[config.mk]
export PLATFORM = sky130hd
export DESIGN_NAME = sram_like_arbiter
export DESIGN_NICKNAME = d
export VERILOG_FILES = /design/src/rtl/arb_pkg.sv /design/src/rtl/arb_starve_ctr.sv /design/src/rtl/sram_like_arbiter.sv
export SDC_FILE = /design/constraint.sdc
export NUM_CORES = 1
export LEC_CHECK = 0
export BUFFER_PORTS_ARGS = -buffer_cell sky130_fd_sc_hd__buf_2
export CORE_MARGIN = 3
export CORE_UTILIZATION = 37
export DETAILED_ROUTE_END_ITERATION = 10
export PLACE_DENSITY = 0.81
export SYNTH_ARGS = -nofsm -noshare
export SYNTH_HDL_FRONTEND = slang
export SYNTH_SLANG_ARGS = --single-unit
export TNS_END_PERCENT = 20
[constraint.sdc]
create_clock -name clk -period 3 [get_ports clk]
set_input_delay 0.9 -clock clk [delete_from_list [all_inputs] [get_ports clk]]
set_output_delay 0.9 -clock clk [all_outputs]
set_load 0.01 [all_outputs]
[src/rtl/arb_pkg.sv]
// Shared encodings for the SRAM-like fetch/data arbiter: FSM states, owner tags
// and the starvation counter width.
package arb_pkg;

    typedef enum logic [1:0] {
        S_IDLE = 2'd0,
        S_REQ  = 2'd1,
        S_RESP = 2'd2
    } arb_state_t;

    typedef enum logic {
        OWN_INST = 1'b0,
        OWN_DATA = 1'b1
    } arb_owner_t;

    localparam int STARVE_W = 4;

endpackage

[src/rtl/arb_starve_ctr.sv]
// Fetch anti-starvation policy: counts data grants taken while fetch waits and
// forces a fetch win once the limit is reached.
module arb_starve_ctr
    import arb_pkg::*;
#(
    parameter int STARVE_LIMIT = 4
) (
    input  logic clk,
    input  logic rst,
    input  logic grant_inst,
    input  logic grant_data,
    input  logic inst_waiting,
    output logic force_inst
);

    localparam logic [STARVE_W-1:0] LIMIT = STARVE_W'(STARVE_LIMIT);

    logic [STARVE_W-1:0] starve_cnt;

    // Data grants with no fetch pending are free and leave the count alone.
    always_ff @(posedge clk) begin
        if (rst)
            starve_cnt <= '0;
        else if (grant_inst)
            starve_cnt <= '0;
        else if (grant_data && inst_waiting && starve_cnt != LIMIT)
            starve_cnt <= starve_cnt + 1'b1;
    end

    assign force_inst = (starve_cnt == LIMIT);

endmodule

[src/rtl/sram_like_arbiter.sv]
// Shares one SRAM-like memory port between fetch and data sides; data has
// priority, one transaction outstanding, fetch protected from starvation.
module sram_like_arbiter
    import arb_pkg::*;
#(
    parameter int ADDR_W       = 32,
    parameter int DATA_W       = 32,
    parameter int STARVE_LIMIT = 4
) (
    input  logic              clk,
    input  logic              rst,
    input  logic              inst_req,
    input  logic [ADDR_W-1:0] inst_addr,
    output logic              inst_addr_ok,
    output logic              inst_data_ok,
    output logic [DATA_W-1:0] inst_rdata,
    input  logic              data_req,
    input  logic              data_wr,
    input  logic [3:0]        data_wstrb,
    input  logic [ADDR_W-1:0] data_addr,
    input  logic [DATA_W-1:0] data_wdata,
    output logic              data_addr_ok,
    output logic              data_data_ok,
    output logic [DATA_W-1:0] data_rdata,
    output logic              mem_req,
    output logic              mem_wr,
    output logic [3:0]        mem_wstrb,
    output logic [ADDR_W-1:0] mem_addr,
    output logic [DATA_W-1:0] mem_wdata,
    input  logic              mem_addr_ok,
    input  logic              mem_data_ok,
    input  logic [DATA_W-1:0] mem_rdata,
    output logic              busy
);

    arb_state_t        state;
    arb_owner_t        owner;
    logic              mem_req_q;
    logic              lat_wr;
    logic [3:0]        lat_wstrb;
    logic [ADDR_W-1:0] lat_addr;
    logic [DATA_W-1:0] lat_wdata;
    logic              force_inst;
    logic              grant_inst;
    logic              grant_data;
    logic              resp_fire;

    // Data wins ties unless the starvation counter has saturated.
    assign grant_inst = !rst && state == S_IDLE && inst_req && (!data_req || force_inst);
    assign grant_data = !rst && state == S_IDLE && data_req && !grant_inst;

    arb_starve_ctr #(
        .STARVE_LIMIT(STARVE_LIMIT)
    ) u_starve (
        .clk         (clk),
        .rst         (rst),
        .grant_inst  (grant_inst),
        .grant_data  (grant_data),
        .inst_waiting(inst_req),
        .force_inst  (force_inst)
    );

    always_ff @(posedge clk) begin
        if (rst) begin
            state     <= S_IDLE;
            owner     <= OWN_INST;
            mem_req_q <= 1'b0;
            lat_wr    <= 1'b0;
            lat_wstrb <= '0;
            lat_addr  <= '0;
            lat_wdata <= '0;
        end else begin
            case (state)
                S_IDLE: begin
                    if (grant_inst) begin
                        owner     <= OWN_INST;
                        lat_wr    <= 1'b0;
                        lat_wstrb <= '0;
                        lat_addr  <= inst_addr;
                        lat_wdata <= '0;
                        mem_req_q <= 1'b1;
                        state     <= S_REQ;
                    end else if (grant_data) begin
                        owner     <= OWN_DATA;
                        lat_wr    <= data_wr;
                        lat_wstrb <= data_wstrb;
                        lat_addr  <= data_addr;
                        lat_wdata <= data_wdata;
                        mem_req_q <= 1'b1;
                        state     <= S_REQ;
                    end
                end
                S_REQ: begin
                    if (mem_addr_ok) begin
                        mem_req_q <= 1'b0;
                        state     <= S_RESP;
                    end
                end
                S_RESP: begin
                    if (mem_data_ok)
                        state <= S_IDLE;
                end
                default: state <= S_IDLE;
            endcase
        end
    end

    assign resp_fire    = !rst && state == S_RESP && mem_data_ok;
    assign inst_addr_ok = grant_inst;
    assign data_addr_ok = grant_data;
    assign inst_data_ok = resp_fire && owner == OWN_INST;
    assign data_data_ok = resp_fire && owner == OWN_DATA;
    assign inst_rdata   = inst_data_ok ? mem_rdata : '0;
    assign data_rdata   = data_data_ok ? mem_rdata : '0;

    // Registered request fields are masked so the port reads all-zero during reset.
    assign mem_req   = !rst && mem_req_q;
    assign mem_wr    = !rst && lat_wr;
    assign mem_wstrb = rst ? '0 : lat_wstrb;
    assign mem_addr  = rst ? '0 : lat_addr;
    assign mem_wdata = rst ? '0 : lat_wdata;
    assign busy      = !rst && state != S_IDLE;

endmodule

=== After elaboration in Yosys (flattened, before gate mapping) ===
Cells that the tools add are included.

* Bits in registers: 77
* Bits of input ports: 139
* Word-level logic and storage cells: 66

* $add $sub $neg: 1
* Equality and inequality tests: 7
* Mux-type cells: 23
* Bitwise operators: 1
* Reduce and logical (&&, ||, !) cells: 26

{| class="wikitable"
|+ Operators by type and width
! cell !! number
|-
| 2-to-1 mux 32 bit || 8
|-
| logical AND 1 bit || 14
|-
| 2-to-1 mux 4 bit || 3
|-
| 2-to-1 mux 2 bit || 4
|-
| 2-to-1 mux 1 bit || 6
|-
| case mux 2 bit (3 select lines) || 1
|-
| AND reduction 3 bit || 2
|-
| nonzero test 2 bit || 3
|-
| adder 4 x 1 -> 4 bit (second input constant) || 1
|-
| equality test 4 x 3 -> 1 bit (second input constant) || 1
|-
| != test 2 bit (second input constant) || 2
|-
| != test 4 x 3 -> 1 bit (second input constant) || 1
|-
| zero test 1 bit || 3
|-
| != test 3 x 2 -> 1 bit (second input constant) || 1
|-
| equality test 2 x 1 -> 1 bit (second input constant) || 1
|-
| equality test 2 bit (second input constant) || 1
|-
| zero test 2 bit || 1
|-
| case mux 1 bit (2 select lines) || 1
|-
| AND reduction 2 bit || 1
|-
| OR reduction 2 bit || 1
|-
| logical OR 1 bit || 1
|-
| inverter 1 bit || 1
|}

=== Depth between registers and ports, before layout ===
Gate-level depths: netlist of the first run.

* Word-level depth: 9
* Gate-level depth with buffers: 8

=== Hierarchy ===
Synthesis of the first run repeated with hierarchy kept, for this count alone.

* Cell total of the unflattened synthesis: 494
* Area, all modules: 4,227.8 µm²

{| class="wikitable"
|+ Modules (own cells, without submodules)
! module !! times used !! cells an instance !! area each (µm²) !! sequential area each (µm²)
|-
| sram_like_arbiter || 1 || 468 || 4,010.1 || 1,461.4
|-
| arb_starve_ctr || 1 || 26 || 217.7 || 80.1
|}

=== Worst setup path after synthesis of the first run ===
No wires, ideal clock.

* Path kind: input -> output
* Start point: input rst
* End point: output data_addr_ok
* Arrival: 2.119 ns
* Slack: -0.019 ns
* Stages: 6
* Path buffers: 3
* Cell sequence: buf_2 -> or4b_4 -> a21oi_4 -> buf_6 -> buf_4 -> nor2_1

* Cells in the longest elaborated chain, start to end: 6
* Elaborated cells on any way between the ends: 7
* Classes of those cells: 7 x reduce/logical

{| class="wikitable"
|+ Ends and longest elaborated chain
! element !! line !! text
|-
| start: declaration || sram_like_arbiter.sv:11 || <nowiki>input logic rst,</nowiki>
|-
| zero test 1 bit || sram_like_arbiter.sv:49 || <nowiki>assign grant_inst = !rst && state == S_IDLE && inst_req && (!data_req || force_inst);</nowiki>
|-
| logical AND 1 bit (3 in a row) || sram_like_arbiter.sv:49 ||
|-
| net inst_addr_ok || sram_like_arbiter.sv:14 || <nowiki>output logic inst_addr_ok,</nowiki>
|-
| zero test 1 bit || sram_like_arbiter.sv:50 || <nowiki>assign grant_data = !rst && state == S_IDLE && data_req && !grant_inst;</nowiki>
|-
| logical AND 1 bit || sram_like_arbiter.sv:50 ||
|-
| end: declaration || sram_like_arbiter.sv:22 || <nowiki>output logic data_addr_ok,</nowiki>
|}

The timed path passes the listed nets, and every way through them passes these cells.

=== Final worst setup path of the first run ===
* Start point: input rst
* End point: output data_addr_ok

* Cells in the longest elaborated chain, start to end: 6
* Elaborated cells on any way between the ends: 7
* Classes of those cells: 7 x reduce/logical

{| class="wikitable"
|+ Ends and longest elaborated chain
! element !! line
|-
| zero test 1 bit (*) || sram_like_arbiter.sv:49, sram_like_arbiter.sv:50
|-
| logical AND 1 bit (*) || sram_like_arbiter.sv:49, sram_like_arbiter.sv:50
|-
| logical AND 1 bit (2 in a row) || sram_like_arbiter.sv:49
|-
| zero test 1 bit || sram_like_arbiter.sv:50
|-
| logical AND 1 bit (*) || sram_like_arbiter.sv:50
|}

Every way passes the cells marked *; elsewhere a longest branch is shown, timed or not.

==> impl_metrics.py, run 1 <==
metrics = {
    "placement": {
        "portBuffers": 277,
        "place_hpwl_mm": 9.112,
        "place.gp.congestion": 0.7500,
    },
    "worst_setup_path": {
        "r2r_cells": 5,
        "critPathRequiredTime_ps": 2100,
        "worstPathMaxFanout": 5,
        "r2r_start": "state[1]$_SDFFE_PP0P_",
        "worstSetupEndpointType": "output pin",
        "r2r_end": "lat_addr[19]$_SDFFE_PP0P_",
        "startpoint": "rst",
        "crit_arrival_ps": 1950,
        "ff2ff_setup_slack_ps": 960,
        "worstSetupPathType": "in -> out",
        "worstSetupStartpointType": "input port",
    },
    "layout": {
        "final_cell_mix": "277 x buf_2, 111 x nand2_1, 77 x dfxtp_1",
        "final_common_cell": "buf_2",
        "drive_gt1_share_pct": 39.74,
        "layout.nets": 906,
        "n_antenna_cell": 0,
        "synthToLayoutAreaGrowth_pct": 43.82,
    },
    "clock_tree": {
        "postCtsSetupBuffers": 0,
        "hold_buffers": 0,
        "clk_pin_slew_worst_paths_ps": 80,
        "cts_tree": "yes",
        "insertion_delay_ps": 330,
        "cts_buffers": 9,
        "root_buffer": "clkbuf_8",
        "cts_sinks": 77,
        "cts_buffer_depth": 2,
        "h-tree-depth": 3,
    },
    "synth": {
        "ys.flop_type": "dfxtp_1",
        "synth_xor_area_share_pct": 0,
        "synth_compound_area_share_pct": 10.80,
        "synth_top_family_by_area": "simple AND/OR/NAND/NOR gates",
        "synthesis.instances": 507,
        "synth_area_um2": 3938,
        "synth_mux_area_share_pct": 8.135,
        "syn_area_per_cell_um2": 7.766,
        "synth_cell_types": 29,
        "synth_fa_ha_area_share_pct": 0.6355,
        "ys_seq_elements": 77,
        "seq_area_frac_synth_pct": 39.15,
        "async_flop_share_pct": 0,
        "yosys_warnings": 0,
        "yosys.area_share.simple_pct": 35.78,
        "syn_nets": 648,
        "synth-edff-count": 0,
    },
    "worst_hold_path": {
        "min-delay-start": "u_starve.starve_cnt[3]$_SDFFE_PP0P_",
        "hold_end": "u_starve.starve_cnt[3]$_SDFFE_PP0P_",
        "hold_path_depth": 2,
        "worstHoldPathType": "reg -> reg",
    },
    "grt": {
        "grt_pass1_vias": 3745,
        "grt_usage_pct": 18.65,
        "grt_start_max_net_pins": 92,
        "antenna_found_initial": 0,
        "overflow": 0,
        "grt_pass1_wl_mm": 17.70,
    },
    "drt": {
        "vias": 4171,
        "wl_per_cell_um": 13.25,
        "antenna_left": 0,
        "drtIter0Drc": 248,
        "firstDrtPassIters": 4,
        "drc": 0,
        "wl_mm": 12.01,
        "avgViaCountPerCell": 4.604,
    },
    "run_status": {
        "status": "completed",
    },
    "sta": {
        "clock_skew_ps": 7.993,
        "setup_viol": 0,
        "rsz0062_at_grt": "false",
        "fmax_mhz": 351.2,
        "slew-limit-headroom_pct": 65.82,
        "finalCriticalPeriod_ps": 2847,
        "finalHoldViolCount": 0,
        "period_share_pct": 94.90,
        "final.setup.tns_ps": 0,
        "tightestPinTransition_ps": 512.7,
        "report.final.slew_viol_count": 0,
    },
    "pwr": {
        "power.density_nw_per_um2": 441.4,
        "p_leak_nw": 3.049,
        "swShare_pct": 25.02,
        "clock_power_share_pct": 37.3,
        "p_total_w": 0.002500,
        "p_int_w": 0.001874,
        "pwr-share-seq_pct": 45.3,
        "power_switching_w": 0.0006254,
        "vdd.ir_drop.worst_mv": 0.3347,
        "power_frac_comb_pct": 17.4,
    },
    "floorplanning": {
        "die_width_um": 109.2,
        "start_util_pct": 38.14,
        "rows": 37,
        "core_um2": 10320,
        "dieArea_um2": 11920,
        "die_y_um": 109.2,
        "num_io_pins": 278,
    },
    "run": {
        "max_cap_violations": 0,
    },
}
cell families after synthesis:
family | count (synthesis)
AOI/OAI and AO/OA | 81
adders and majority gates | 2
buffers and inverters | 43
DFF | 77
muxes | 32
and+or+nand+nor | 272
power by group through the flow:
| stage | logic [W] | registers (W) | clock network (W) |
|---|---|---|---|
| 2_1_floorplan | 0.000254 | 0.00115 | 0 |
| 3_3_place_gp | 0.000433 | 0.00115 | 0 |
| 3_5_place_dp | 0.000439 | 0.00116 | 0 |
| 4_1_cts | 0.000441 | 0.00113 | 0.000959 |
| 5_1_grt | 0.000485 | 0.00114 | 0.00101 |
| 6_report | 0.000436 | 0.00113 | 0.000931 |
metal layers:
metal	routed length [µm]	GRT usage (%)	share of wire, %
met5	0	0	0
met4	157	4.689	1.3
met3	1146	5.684	9.5
met2	6130	34.69	51
met1	4572	20.47	38
worst max-delay path, stage by stage:
cell and delay [ps]:
buf_2 140, or4b_4 540, a21oi_4 160, nor2_1 60
buf_2 130
repair_timing:
action | 4_1_cts | 5_1_grt
setup endpoints to repair | 0 | 17
hold endpoints to repair | 0 | 0
resized for setup | 0 | 1
stage by stage:
| step | cell area [µm²] | instances | utilization [%] | hold slack, ps | setup WS (ps) |
|---|---|---|---|---|---|
| finish | 5663 | 906 | 54.85 | 492.7 | 152.9 |
| global route | 5663 | 906 | 54.85 | 514.3 | 20.67 |
| floorplan | 3941 | 507 | - | 453.7 | 15.26 |
| CTS | 5660 | 906 | 54.83 | 491.9 | 137.5 |
| global placement | 5421 | 890 | 52.51 | 472.3 | 141.6 |
| detailed placement | 5421 | 890 | 52.51 | 479.2 | 135.6 |
flip-flops by register name, summed over array words and instances (netlist names):
signal               cells
lat_wdata               32
lat_wstrb                4
mem_req_q                1
u_starve.starve_cnt      4
lat_wr                   1
state                    2
lat_addr                32
owner                    1
worst max path at each step:
stage                      to
2_1_floorplan    data_addr_ok
3_3_place_gp     data_addr_ok
3_5_place_dp   inst_rdata[14]
4_1_cts        inst_rdata[14]
5_1_grt         inst_rdata[8]
6_report         data_addr_ok
cell usage after synthesis (3+ instances only):
cell type  number  area, µm²
nor2b_1        71      444.2
nor2_1          8      30.03
o21ai_0        26      130.1
o21ai_1         8      40.04
inv_1           3      11.26
buf_4           4      30.03
nor3_1          4      20.02
and2_1         66      412.9
mux2i_1        32      320.3
buf_6           3      33.78
nand2_1       112      420.4
dfxtp_1        77       1541
a21oi_1        43      215.2
clkbuf_1       17      63.81
buf_2          12      60.06
cell type report:
cell class	count	area, µm²
flip-flops and latches	77	1541
multi-input cells	387	2190
well taps	136	170.2
inverters	3	11.26
clock inverters	6	111.4
repair buffers	287	1511
clock buffers	10	127.6
fillers	1059	4661
(Power assumes the default switching activity.)
==> inputs of run 2 (changes only) <==
--- a/config.mk
+++ b/config.mk
@@ -6,10 +6,10 @@
 export NUM_CORES = 1
 export LEC_CHECK = 0
 export BUFFER_PORTS_ARGS = -buffer_cell sky130_fd_sc_hd__buf_2
-export CORE_MARGIN = 3
-export CORE_UTILIZATION = 37
+export CORE_AREA = 3 3 105 107
 export DETAILED_ROUTE_END_ITERATION = 10
-export PLACE_DENSITY = 0.81
+export DIE_AREA = 0 0 108 110
+export PLACE_DENSITY = 0.8
 export SYNTH_ARGS = -nofsm -noshare
 export SYNTH_HDL_FRONTEND = slang
 export SYNTH_SLANG_ARGS = --single-unit
==> constraint.sdc (replaced) <==
create_clock -name clk -period 3.16 [get_ports clk]
set_input_delay 0.948 -clock clk [delete_from_list [all_inputs] [get_ports clk]]
set_output_delay 0.948 -clock clk [all_outputs]
set_load 0.01 [all_outputs]
==> run 2 against run 1 <==
Effect of this change:
- via count down 1.4%
- first-iteration DRC count up 0.40%
- register-to-register slack better by 190 ps
- non-clock buffer count fell by 3
- critical path depth grew 2
- worst setup slack worse by 11 ps
- sequential power down 5%
- global-route usage up 0.85 points
- die area decreased by 0.30%
- worst hold slack lost 1.1 ps
- power down 11%
- wire length is 2.4% higher
==> impl_metrics.py, run 2 (synthesized netlist as in run 1, its figures left out) <==
metrics = {
    "run_status": {
        "status": "completed",
    },
    "sta": {
        "setup_slack_ps": 142.0,
        "finalHoldViolCount": 0,
        "final.setup.tns_ps": 0,
        "rsz0062_at_grt": "false",
        "period_share_pct": 95.51,
        "tightestPinTransition_ps": 920.3,
        "clock_skew_ps": 13.50,
        "setup_viol": 0,
        "report.final.slew_viol_count": 0,
        "finalCriticalPeriod_ps": 3018,
        "fmax_mhz": 331.3,
        "slew-limit-headroom_pct": 38.65,
    },
    "floorplanning": {
        "rows": 37,
        "num_io_pins": 278,
        "die_width_um": 108,
        "die_y_um": 110,
        "core_um2": 10230,
        "start_util_pct": 38.49,
        "dieArea_um2": 11880,
    },
    "clock_tree": {
        "insertion_delay_ps": 350,
        "h-tree-depth": 3,
        "cts_tree": "yes",
        "cts_buffers": 9,
        "clk_pin_slew_worst_paths_ps": 80,
        "cts_sinks": 77,
        "hold_buffers": 0,
        "root_buffer": "clkbuf_8",
        "postCtsSetupBuffers": 0,
        "post_cts_resized": 0,
        "cts_buffer_depth": 2,
    },
    "drt": {
        "vias": 4113,
        "avgViaCountPerCell": 4.545,
        "wl_mm": 12.29,
        "drtIter0Drc": 249,
        "drc": 0,
        "firstDrtPassIters": 4,
        "antenna_left": 0,
        "wl_per_cell_um": 13.58,
    },
    "layout": {
        "layout.nets": 903,
        "nFillCells": 1024,
        "final_cell_mix": "277 x buf_2, 111 x nand2_1, 77 x dfxtp_1",
        "drive_gt1_share_pct": 39.24,
        "synthToLayoutAreaGrowth_pct": 42.07,
        "finalNonFillerCells": 905,
        "biggestRegsByFlops": "lat_addr (32), lat_wdata (32)",
        "final_common_cell": "buf_2",
    },
    "worst_setup_path": {
        "crit_arrival_ps": 2070,
        "critical_path.max_stage_delay_ps": 260,
        "crit_chain": "buf_2 -> nor3b_1 -> nand2_1 -> nor2_1 -> buf_12 -> and2_1 -> buf_2",
        "worstSetupStartpointType": "input port",
        "crit_top_cell": "buf_2",
        "worstSetupEndpointType": "output pin",
        "crit_slowest_cell": "nor3b_1",
        "worstSetupPathType": "in -> out",
        "worstPathMaxFanout": 33,
        "critPathRequiredTime_ps": 2210,
    },
    "grt": {
        "overflow": 0,
        "grt_pass1_wl_mm": 18.15,
        "grt_pass1_vias": 3589,
        "antenna_found_initial": 5,
        "grt_start_max_net_pins": 103,
        "grt_usage_pct": 19.50,
    },
    "placement": {
        "portBuffers": 277,
        "place_hpwl_mm": 9.207,
        "place.gp.congestion": 0.7548,
        "dp.cells": 887,
        "pre_cts_ws_ps": 130.0,
    },
    "pwr": {
        "p_leak_nw": 3.006,
        "power_switching_w": 0.0005992,
        "clock_power_share_pct": 33.1,
        "p_int_w": 0.001618,
        "power_frac_comb_pct": 18.5,
        "power.density_nw_per_um2": 396.4,
        "swShare_pct": 27.02,
        "pwr-share-seq_pct": 48.5,
        "vdd.ir_drop.worst_mv": 0.1934,
    },
    "run": {
        "max_cap_violations": 0,
    },
    "worst_hold_path": {
        "worstHoldPathType": "reg -> reg",
    },
}
[run 2: cell types whose count changed in the layout (fill, tap and decap cells not counted)]
cell,previous run,this run
nor2_1,7,8
diode_2,0,2
bufinv_16,3,1
nor2_2,1,0
clkinvlp_4,1,2
buf_4,6,3
clkbuf_1,1,2
clkinv_4,1,0
inv_6,0,1
[run 2: worst paths after layout]
path | from | cells past startpoint | slack (ps) | endpoint
setup / recovery | rst | 7 | 140 | inst_rdata[11]
hold / removal | mem_req_q$_SDFFE_PP0P_ | 2 | 490 | mem_req_q$_SDFFE_PP0P_
setup reg to reg | state[1]$_SDFFE_PP0P_ | 5 | 1150 | lat_addr[12]$_SDFFE_PP0P_
hold reg to reg | mem_req_q$_SDFFE_PP0P_ | 2 | 490 | mem_req_q$_SDFFE_PP0P_
[run 2: critical path: cells and delay by family]
family	cells	cell delay, ps
buffers and inverters	3	440
and+or+nand+nor	4	660
[run 2: metrics by stage]
step	total power [W]	util, %	hold WS (ps)	area (µm²)
detailed placement	0.001511	52.77	479.2	5399
floorplan	0.001329	-	453.7	3938
global route	0.002344	54.68	515.4	5594
finish	0.002218	54.68	491.6	5594
CTS	0.002246	54.63	489.5	5589
global placement	0.001503	52.77	469.3	5399
[run 2: area by class of cell]
type | instances | area (µm²) | share of cell area [%]
Antenna cell | 2 | 5.005 | 0.08947
Tap cell | 136 | 170.2 | 3.042
Timing Repair Buffer | 284 | 1489 | 26.62
Multi-Input combinational cell | 387 | 2187 | 39.10
Clock inverter | 5 | 58.81 | 1.051
Clock buffer | 11 | 131.4 | 2.348
Inverter | 3 | 11.26 | 0.2013
Sequential cell | 77 | 1541 | 27.56
[run 2: power by group through the flow]
stage	Sequential [W]	Combinational (W)	Clock, W
6_report	0.00107	0.000409	0.000734
5_1_grt	0.00108	0.000457	0.000802
4_1_cts	0.00108	0.000415	0.000756
3_5_place_dp	0.00110	0.000413	0
3_3_place_gp	0.00109	0.000409	0
2_1_floorplan	0.00109	0.000241	0
[run 2: metal layers]
metal | wire length (µm) | global-route usage [%]
met5 | 48 | 0
met4 | 244 | 7.214
met3 | 1243 | 7.280
met2 | 6334 | 34.55
met1 | 4421 | 21.35
